**src/rtl/pipe_pkg.sv**
```systemverilog
// Shared types for the ID/EX/MEM/WB hazard tracker: per-stage register tag slot and helpers.
package pipe_pkg;

    localparam int unsigned REG_W = 5;
    localparam logic [REG_W-1:0] REG_X0 = 5'd0;

    typedef struct packed {
        logic             valid;
        logic [REG_W-1:0] rs1;
        logic [REG_W-1:0] rs2;
        logic [REG_W-1:0] rd;
        logic             regwrite;
        logic             memread;
        logic             memacc;
    } stage_tag_t;

    localparam stage_tag_t TAG_BUBBLE = '0;

    // An empty slot must present x0 so the forwarder never matches it.
    function automatic logic [REG_W-1:0] tag_if_valid(input logic valid, input logic [REG_W-1:0] tag);
        return valid ? tag : REG_X0;
    endfunction

endpackage

```
**src/rtl/pipe_hazard_ctrl_stage_tag_reg.sv**
```systemverilog
// One pipeline slot register for the tag tracker: hold wins over bubble, bubble wins over load.
module stage_tag_reg
    import pipe_pkg::*;
(
    input  logic       clk_i,
    input  logic       rst_i,
    input  logic       hold_i,
    input  logic       bubble_i,
    input  stage_tag_t d_i,
    output stage_tag_t q_o
);

    stage_tag_t slot_q;
    stage_tag_t slot_d;

    always_comb begin
        slot_d = slot_q;
        if (!hold_i) begin
            slot_d = bubble_i ? TAG_BUBBLE : d_i;
        end
    end

    always_ff @(posedge clk_i) begin
        if (rst_i) begin
            slot_q <= TAG_BUBBLE;
        end else begin
            slot_q <= slot_d;
        end
    end

    assign q_o = slot_q;

endmodule

```
**src/rtl/pipe_hazard_ctrl.sv**
```systemverilog
// Hazard/control tracker: carries register tags ID->EX->MEM->WB, detects load-use,
// freezes on a busy data memory, and keeps a saturating stall counter and a timeout flag.
module pipe_hazard_ctrl
    import pipe_pkg::*;
#(
    parameter int unsigned CNT_W   = 32,
    parameter int unsigned TIMEOUT = 64
) (
    input  logic             clk_i,
    input  logic             rst_i,
    input  logic             ID_Valid_i,
    input  logic [4:0]       ID_Rs1_i,
    input  logic [4:0]       ID_Rs2_i,
    input  logic             ID_Rs1Used_i,
    input  logic             ID_Rs2Used_i,
    input  logic [4:0]       ID_Rd_i,
    input  logic             ID_RegWrite_i,
    input  logic             ID_MemRead_i,
    input  logic             ID_MemWrite_i,
    input  logic             Flush_i,
    input  logic             DMem_Ready_i,
    output logic [4:0]       EX_Rs1_o,
    output logic [4:0]       EX_Rs2_o,
    output logic             MEM_RegWrite_o,
    output logic [4:0]       MEM_Rd_o,
    output logic             WB_RegWrite_o,
    output logic [4:0]       WB_Rd_o,
    output logic             PC_Write_o,
    output logic             IFID_Write_o,
    output logic             IDEX_Bubble_o,
    output logic             Pipe_Freeze_o,
    output logic [CNT_W-1:0] Stall_Cnt_o,
    output logic             Mem_Err_o
);

    localparam int unsigned TO_W = (TIMEOUT > 0) ? $clog2(TIMEOUT + 1) : 1;

    stage_tag_t id_tag;
    stage_tag_t ex_q;
    stage_tag_t mem_q;
    stage_tag_t wb_q;

    logic freeze;
    logic load_use;
    logic ex_bubble;

    logic [CNT_W-1:0] stall_cnt_q;
    logic [CNT_W-1:0] stall_cnt_d;
    logic [TO_W-1:0]  to_cnt_q;
    logic [TO_W-1:0]  to_cnt_d;
    logic             mem_err_q;
    logic             mem_err_d;

    always_comb begin
        id_tag          = TAG_BUBBLE;
        id_tag.valid    = ID_Valid_i;
        id_tag.rs1      = ID_Rs1_i;
        id_tag.rs2      = ID_Rs2_i;
        id_tag.rd       = ID_Rd_i;
        id_tag.regwrite = ID_RegWrite_i;
        id_tag.memread  = ID_MemRead_i;
        id_tag.memacc   = ID_MemRead_i | ID_MemWrite_i;
    end

    // Hazard detection and pipe control; freeze outranks load-use, which outranks flush.
    always_comb begin
        freeze        = mem_q.valid & mem_q.memacc & ~DMem_Ready_i;
        load_use      = ID_Valid_i & ex_q.valid & ex_q.memread & (ex_q.rd != REG_X0) &
                        ((ID_Rs1Used_i & (ID_Rs1_i == ex_q.rd)) |
                         (ID_Rs2Used_i & (ID_Rs2_i == ex_q.rd)));
        PC_Write_o    = 1'b1;
        IFID_Write_o  = 1'b1;
        IDEX_Bubble_o = 1'b0;
        Pipe_Freeze_o = 1'b0;
        if (freeze) begin
            PC_Write_o    = 1'b0;
            IFID_Write_o  = 1'b0;
            Pipe_Freeze_o = 1'b1;
        end else if (load_use) begin
            PC_Write_o    = 1'b0;
            IFID_Write_o  = 1'b0;
            IDEX_Bubble_o = 1'b1;
        end else if (Flush_i) begin
            IDEX_Bubble_o = 1'b1;
        end
        ex_bubble = IDEX_Bubble_o;
    end

    stage_tag_reg u_ex_slot (
        .clk_i    (clk_i),
        .rst_i    (rst_i),
        .hold_i   (freeze),
        .bubble_i (ex_bubble),
        .d_i      (id_tag),
        .q_o      (ex_q)
    );

    stage_tag_reg u_mem_slot (
        .clk_i    (clk_i),
        .rst_i    (rst_i),
        .hold_i   (freeze),
        .bubble_i (1'b0),
        .d_i      (ex_q),
        .q_o      (mem_q)
    );

    // WB also holds on freeze so the forwarder keeps seeing the same producer.
    stage_tag_reg u_wb_slot (
        .clk_i    (clk_i),
        .rst_i    (rst_i),
        .hold_i   (freeze),
        .bubble_i (1'b0),
        .d_i      (mem_q),
        .q_o      (wb_q)
    );

    always_comb begin
        stall_cnt_d = stall_cnt_q;
        if (!PC_Write_o && (stall_cnt_q != {CNT_W{1'b1}})) begin
            stall_cnt_d = stall_cnt_q + CNT_W'(1);
        end
        to_cnt_d  = '0;
        mem_err_d = mem_err_q;
        if (freeze) begin
            to_cnt_d = (to_cnt_q == TO_W'(TIMEOUT)) ? to_cnt_q : to_cnt_q + TO_W'(1);
            if ((TIMEOUT != 0) && (to_cnt_d == TO_W'(TIMEOUT))) begin
                mem_err_d = 1'b1;
            end
        end
    end

    always_ff @(posedge clk_i) begin
        if (rst_i) begin
            stall_cnt_q <= '0;
            to_cnt_q    <= '0;
            mem_err_q   <= 1'b0;
        end else begin
            stall_cnt_q <= stall_cnt_d;
            to_cnt_q    <= to_cnt_d;
            mem_err_q   <= mem_err_d;
        end
    end

    assign EX_Rs1_o       = tag_if_valid(ex_q.valid, ex_q.rs1);
    assign EX_Rs2_o       = tag_if_valid(ex_q.valid, ex_q.rs2);
    assign MEM_RegWrite_o = mem_q.valid & mem_q.regwrite;
    assign MEM_Rd_o       = tag_if_valid(mem_q.valid, mem_q.rd);
    assign WB_RegWrite_o  = wb_q.valid & wb_q.regwrite;
    assign WB_Rd_o        = tag_if_valid(wb_q.valid, wb_q.rd);
    assign Stall_Cnt_o    = stall_cnt_q;
    assign Mem_Err_o      = mem_err_q;

    logic unused_wb_fields;
    assign unused_wb_fields = ^{wb_q.rs1, wb_q.rs2, wb_q.memread, wb_q.memacc};

endmodule

```
**config.mk**
```make
export PLATFORM = sky130hd
export DESIGN_NAME = pipe_hazard_ctrl
export DESIGN_NICKNAME = d
export VERILOG_FILES = /design/src/rtl/pipe_pkg.sv /design/src/rtl/pipe_hazard_ctrl_stage_tag_reg.sv /design/src/rtl/pipe_hazard_ctrl.sv
export SDC_FILE = /design/constraint.sdc
export NUM_CORES = 1
export LEC_CHECK = 0
export CAP_MARGIN = 20
export CORE_MARGIN = 5
export CORE_UTILIZATION = 50
export DETAILED_ROUTE_END_ITERATION = 7
export PLACE_DENSITY = 0.83
export SETUP_SLACK_MARGIN = 0.4
export SLEW_MARGIN = 20
export SYNTH_ARGS = -nofsm -noshare
export SYNTH_HDL_FRONTEND = slang
export SYNTH_SLANG_ARGS = --single-unit
```
**constraint.sdc**
```tcl
create_clock -name clk_i -period 3.6 [get_ports clk_i]
set_clock_uncertainty 0.1 [all_clocks]
set_input_delay 1.08 -clock clk_i [delete_from_list [all_inputs] [get_ports clk_i]]
set_output_delay 1.08 -clock clk_i [all_outputs]
set_load 0.02 [all_outputs]
```
* Word level (Yosys, flattened, before mapping)
Cells that the tools add are included.
Word-level totals: register bits 74, bits in latches 0, bits in writable memories 0, ROM bits 0, logic and storage cells 55, memories 0
Cells by class: add/sub/neg operators 2, multipliers 0, div/mod/pow operators 0, $lt $le $gt $ge 0, equal/unequal tests 5, shift-type cells 0, multiplexer cells 12, bitwise logic cells 14, reduce and logical (&&, ||, !) cells 5
Operator list (number):
- adder 32 x 1 -> 32 bit, second input constant | 1
- != test 32 bit, second input constant | 1
- 2-to-1 mux 5 bit | 4
- 2-to-1 mux 19 bit | 1
- equality test 7 bit, second input constant | 2
- AND 1 bit | 10
- equality test 5 bit | 2
- adder 7 x 1 -> 7 bit, second input constant | 1
- 2-to-1 mux 7 bit | 1
- 2-to-1 mux 1 bit | 6
- nonzero test 5 bit | 1
- inverter 1 bit | 2
- bitwise OR 1 bit | 2
- AND reduction 2 bit | 1
- OR reduction 2 bit | 1
- logical AND 1 bit | 1
- zero test 1 bit | 1

* Logic depth before layout (Yosys ltp)
depth in word-level cells 8, depth in mapped cells 9

* Hierarchy
From an unflattened synthesis, not the netlist that was laid out.
Unflattened totals: cell total of the unflattened synthesis 558, area, all modules 4976.0 um2
By module, submodules not included:
- pipe_hazard_ctrl | instances 1, cells an instance 303, area each 2494.9 um2
- stage_tag_reg | instances 3, cells an instance 85, area each 827.0 um2

* Worst setup path before layout
OpenSTA, ideal clock, no wires.
path kind input to output, start input DMem_Ready_i, end output IDEX_Bubble_o, arrival 2145 ps, data required time 2420 ps, setup slack 275 ps, stages on the path 4, buffers on the path 1, path through nand3b_1 inv_2 buf_1 nor2_1
On the way: longest elaborated chain between the ends 3
Ends and longest elaborated chain:
- start, declared | line pipe_hazard_ctrl.sv:21 | input logic DMem_Ready_i,
- inverter 1 bit | line pipe_hazard_ctrl.sv:67 | freeze = mem_q.valid & mem_q.memacc & ~DMem_Ready_i;
- AND 1 bit | line pipe_hazard_ctrl.sv:67
- 2-to-1 mux 1 bit | line pipe_hazard_ctrl.sv:75 | if (freeze) begin
- end, declared | line pipe_hazard_ctrl.sv:30 | output logic IDEX_Bubble_o,
Every way passes these cells.

* Worst setup path in the final report
start input ID_Rs1_i[1], end output IDEX_Bubble_o
On the way: longest elaborated chain between the ends 6
Ends and longest elaborated chain:
- start, declared | line pipe_hazard_ctrl.sv:12 | input logic [4:0] ID_Rs1_i,
- equality test 5 bit | line pipe_hazard_ctrl.sv:69 | ((ID_Rs1Used_i & (ID_Rs1_i == ex_q.rd)) |
- AND 1 bit | line pipe_hazard_ctrl.sv:69
- bitwise OR 1 bit | line pipe_hazard_ctrl.sv:69
- AND 1 bit | line pipe_hazard_ctrl.sv:68 | load_use = ID_Valid_i & ex_q.valid & ex_q.memread & (ex_q.rd != REG_X0) &
- 2-to-1 mux 1 bit | line pipe_hazard_ctrl.sv:79 | end else if (load_use) begin
- 2-to-1 mux 1 bit | line pipe_hazard_ctrl.sv:75
Every way passes these cells.

==> summary.txt <==
Worst setup path
  – Crit Path Category: primary input to output pin
  – Worst Path Arrival: 2.18 ns
  – Reg2Reg Setup Slack: approximately 0.82 ns
  – Reg-to-reg endpoint: Stall_Cnt_o[17]$_SDFFE_PP0P_
  – Type of origin of the critical path: primary input
  – Critical Path End Type: output pin
  – Worst-case reg-to-reg path depth: 11
  – Critical path data required time: roughly 2.4 ns
  – FF-to-FF Start: u_ex_slot.q_o[3]$_SDFFE_PP0N_
  – Crit Path Max Fanout: 2

Clocking
  – Htree depth: 3
  – Post-CTS Hold Fix Bufs: 0
  – Clock-pin slew on the worst setup and hold paths: around 0.080 ns
  – CTS tree: done
  – Num CTS Buffers: 9
  – Sink Count: 74
  – Root cell of the clock tree: clkbuf_8
  – Worst skew pair latency: 0.35 ns
  – Clock Path Buffers: 2

Synth
  – Yosys reg bits: 74
  – Mapped Cells: 425
  – Seq/Total Area, Yosys: 0.424
  – Most used DFF post-synth: dfxtp_1
  – Synthesized area: about 3500 um2
  – Synth top area cells: dfxtp_1, nand2_1, a21oi_1
  – Synth cell types: about 50
  – Post-synth EDFFs: 0
  – Area leader, netlist: dfxtp_1
  – Yosys warnings: 0
  – Ys async rst share: 0
  – Synthesized net count: ~450
  – Mean Syn Cell Area: roughly 8.2 um2
  – Share of the synthesized area in the top cell type: 0.424

STA
  – Fin. Hold Viols: 0
  – Max Freq: roughly 0.3 GHz
  – Final worst path period share: 0.934
  – Worst Tran Pin Value: ~0.6 ns
  – Setup TNS: 0 ns
  – Slew margin rel.: 0.589
  – Final setup vio count: 0
  – Minimum clock period: ~3.4 ns
  – Final Max Slew Viols: 0
  – RSZ-0062 raised after global routing: yes
  – Fin Hold WS: about 0.35 ns

Route
  – DR vias: 3331
  – DR pass1 iterations: 4
  – Vias per Instance: about 5.3
  – Post-DRT Antenna Nets: 0
  – Routed len/inst: approximately 14 um
  – Residual DRC: 0
  – DRT iter0 DRCs: 133
  – Final WL: 8.97 mm

Floorplan
  – IO Pins: 84
  – Die Height: 93.6 um
  – Initial Util: 0.514
  – # rows: 30
  – Die X: ~94 um
  – CORE AREA: ~6800 um2
  – Full die area: just under 9000 um2

Flow run
  – Max cap viols: 0

Global route
  – Largest net degree at the start of global routing: 40
  – Total grt overflow: 0
  – Vias in the first global route: around 3300
  – All-Layer GR Usage: 0.208
  – Antenna violations before repair: 0
  – First-pass GRT wire length: about 15 mm

Min path
  – Hold EP: u_ex_slot.q_o[17]$_SDFFE_PP0N_
  – Tightest Hold Check Type: flip-flop to flip-flop
  – HP Start: u_ex_slot.q_o[17]$_SDFFE_PP0N_
  – WHS Path Cells: 2

Final layout
  – Area growth, synth to finish: 39.6%
  – Share of cells above drive strength 1: 0.151
  – NumNets Final: between 500 and 600
  – Commonest non-fill, non-tap cell in the layout: nand2_1
  – Most frequent cells in the layout: nand2_1, dfxtp_1, clkdlybuf4s50_1
  – Inserted Diodes: 0

Placed design
  – Dpl hpwl: between 6 and 7 mm
  – Port bufs: slightly above 80
  – GPL Wtd Cong: 0.861

Power and ir drop
  – VDD IR-drop max: approximately 0.16 mV
  – Pwr dens: between 300 and 400 nW/um2
  – Leakage power: approximately 1.8 nW
  – Pwr Total: 0.00184 W

Outcome
  – Status: complete, no violations
## final cells by class
| class | count | area (um2) |
|---|---|---|
| Inverter | 5 | 18.8 |
| Timing Repair Buffer | 108 | 997 |
| Multi-Input combinational cell | 326 | 1980 |
| Tap cell | 96 | 120 |
| Clock buffer | 12 | 165 |
| Fill cell | 523 | 1910 |
| Clock inverter | 4 | 120 |
| Sequential cell | 74 | 1480 |
## where the power goes
group          total [W]  switching, W  internal [W]
logic           0.000107     0.0000508     0.0000560
registers       0.000841     0.0000106      0.000831
clock network   0.000892      0.000304      0.000588
total            0.00184      0.000366       0.00147
## layer usage
layer  GRT usage  wire, um
met1       0.247      3880
met4      0.0722        89
met5           0         0
met3      0.0555       520
met2       0.361      4490
## cell families (layout without fill, tap and decap cells)
family,after synthesis,count (layout),share of synthesized area
adders and majority gates,3,3,0.0107
xor gates and xnor gates,26,26,0.0652
DFF,74,74,0.424
AOI/OAI and AO/OA,79,79,0.140
and+or+nand+nor,214,214,0.310
buffers and inverters,25,129,0.0351
muxes,4,4,0.0147
## how the worst max path moves through the flow
stage	from	to	slack [ns]
5_1_grt	ID_Rs1_i[4]	IDEX_Bubble_o	0.20
3_5_place_dp	ID_Rs1_i[2]	IDEX_Bubble_o	-0.55
3_3_place_gp	ID_Rs1_i[4]	IDEX_Bubble_o	-0.51
4_1_cts	ID_Rs1_i[3]	IDEX_Bubble_o	0.26
2_1_floorplan	ID_Rs2_i[4]	PC_Write_o	0.40
6_report	ID_Rs1_i[1]	IDEX_Bubble_o	0.24
## through the flow
step	instances	utilization	area (um2)	setup slack (ns)
finish	625	0.718	4880	0.239
global route	625	0.718	4880	0.203
CTS	624	0.710	4820	0.257
detailed placement	603	0.664	4510	-0.551
global placement	603	0.664	4510	-0.512
floorplan	425	-	3540	0.398
## critical path: stages
cell     delay [ns]
buf_6          0.10
xnor2_2        0.13
nand4_1        0.22
o22ai_4        0.28
a21oi_2        0.09
nor2_1         0.12
buf_4          0.16
## state kept, by name (all words and copies together) (netlist names)
| register | flops |
|---|---|
| Stall_Cnt_o | 32 |
| Mem_Err_o | 1 |
| to_cnt_q | 7 |
| u_wb_slot.q_o | 7 |
| u_mem_slot.q_o | 8 |
| u_ex_slot.q_o | 19 |
## Yosys cell counts, drive strengths merged, types with 2 or more instances
| library cell | n |
|---|---|
| xor2 | 15 |
| or3 | 15 |
| nor2b | 4 |
| or4 | 5 |
| nor4 | 3 |
| dfxtp | 74 |
| and2 | 23 |
| nand2 | 80 |
| nand4 | 16 |
| a21oi | 50 |
| nand2b | 2 |
| a2111oi | 2 |
| buf | 13 |
| o31ai | 3 |
| nor3 | 8 |
| clkbuf | 7 |
| o21ai | 15 |
| ha | 3 |
| and3 | 5 |
| nand3 | 18 |
| inv | 5 |
| nor2 | 30 |
| xnor2 | 11 |
| mux2 | 3 |
| nor3b | 2 |
## what timing repair did
item	CTS	global route
setup endpoints to repair	9	6
pin swaps	16	10
gates cloned	0	0
buffers inserted	5	1
gates resized for setup	69	9
Note: power is estimated with default switching activity, not from simulation.
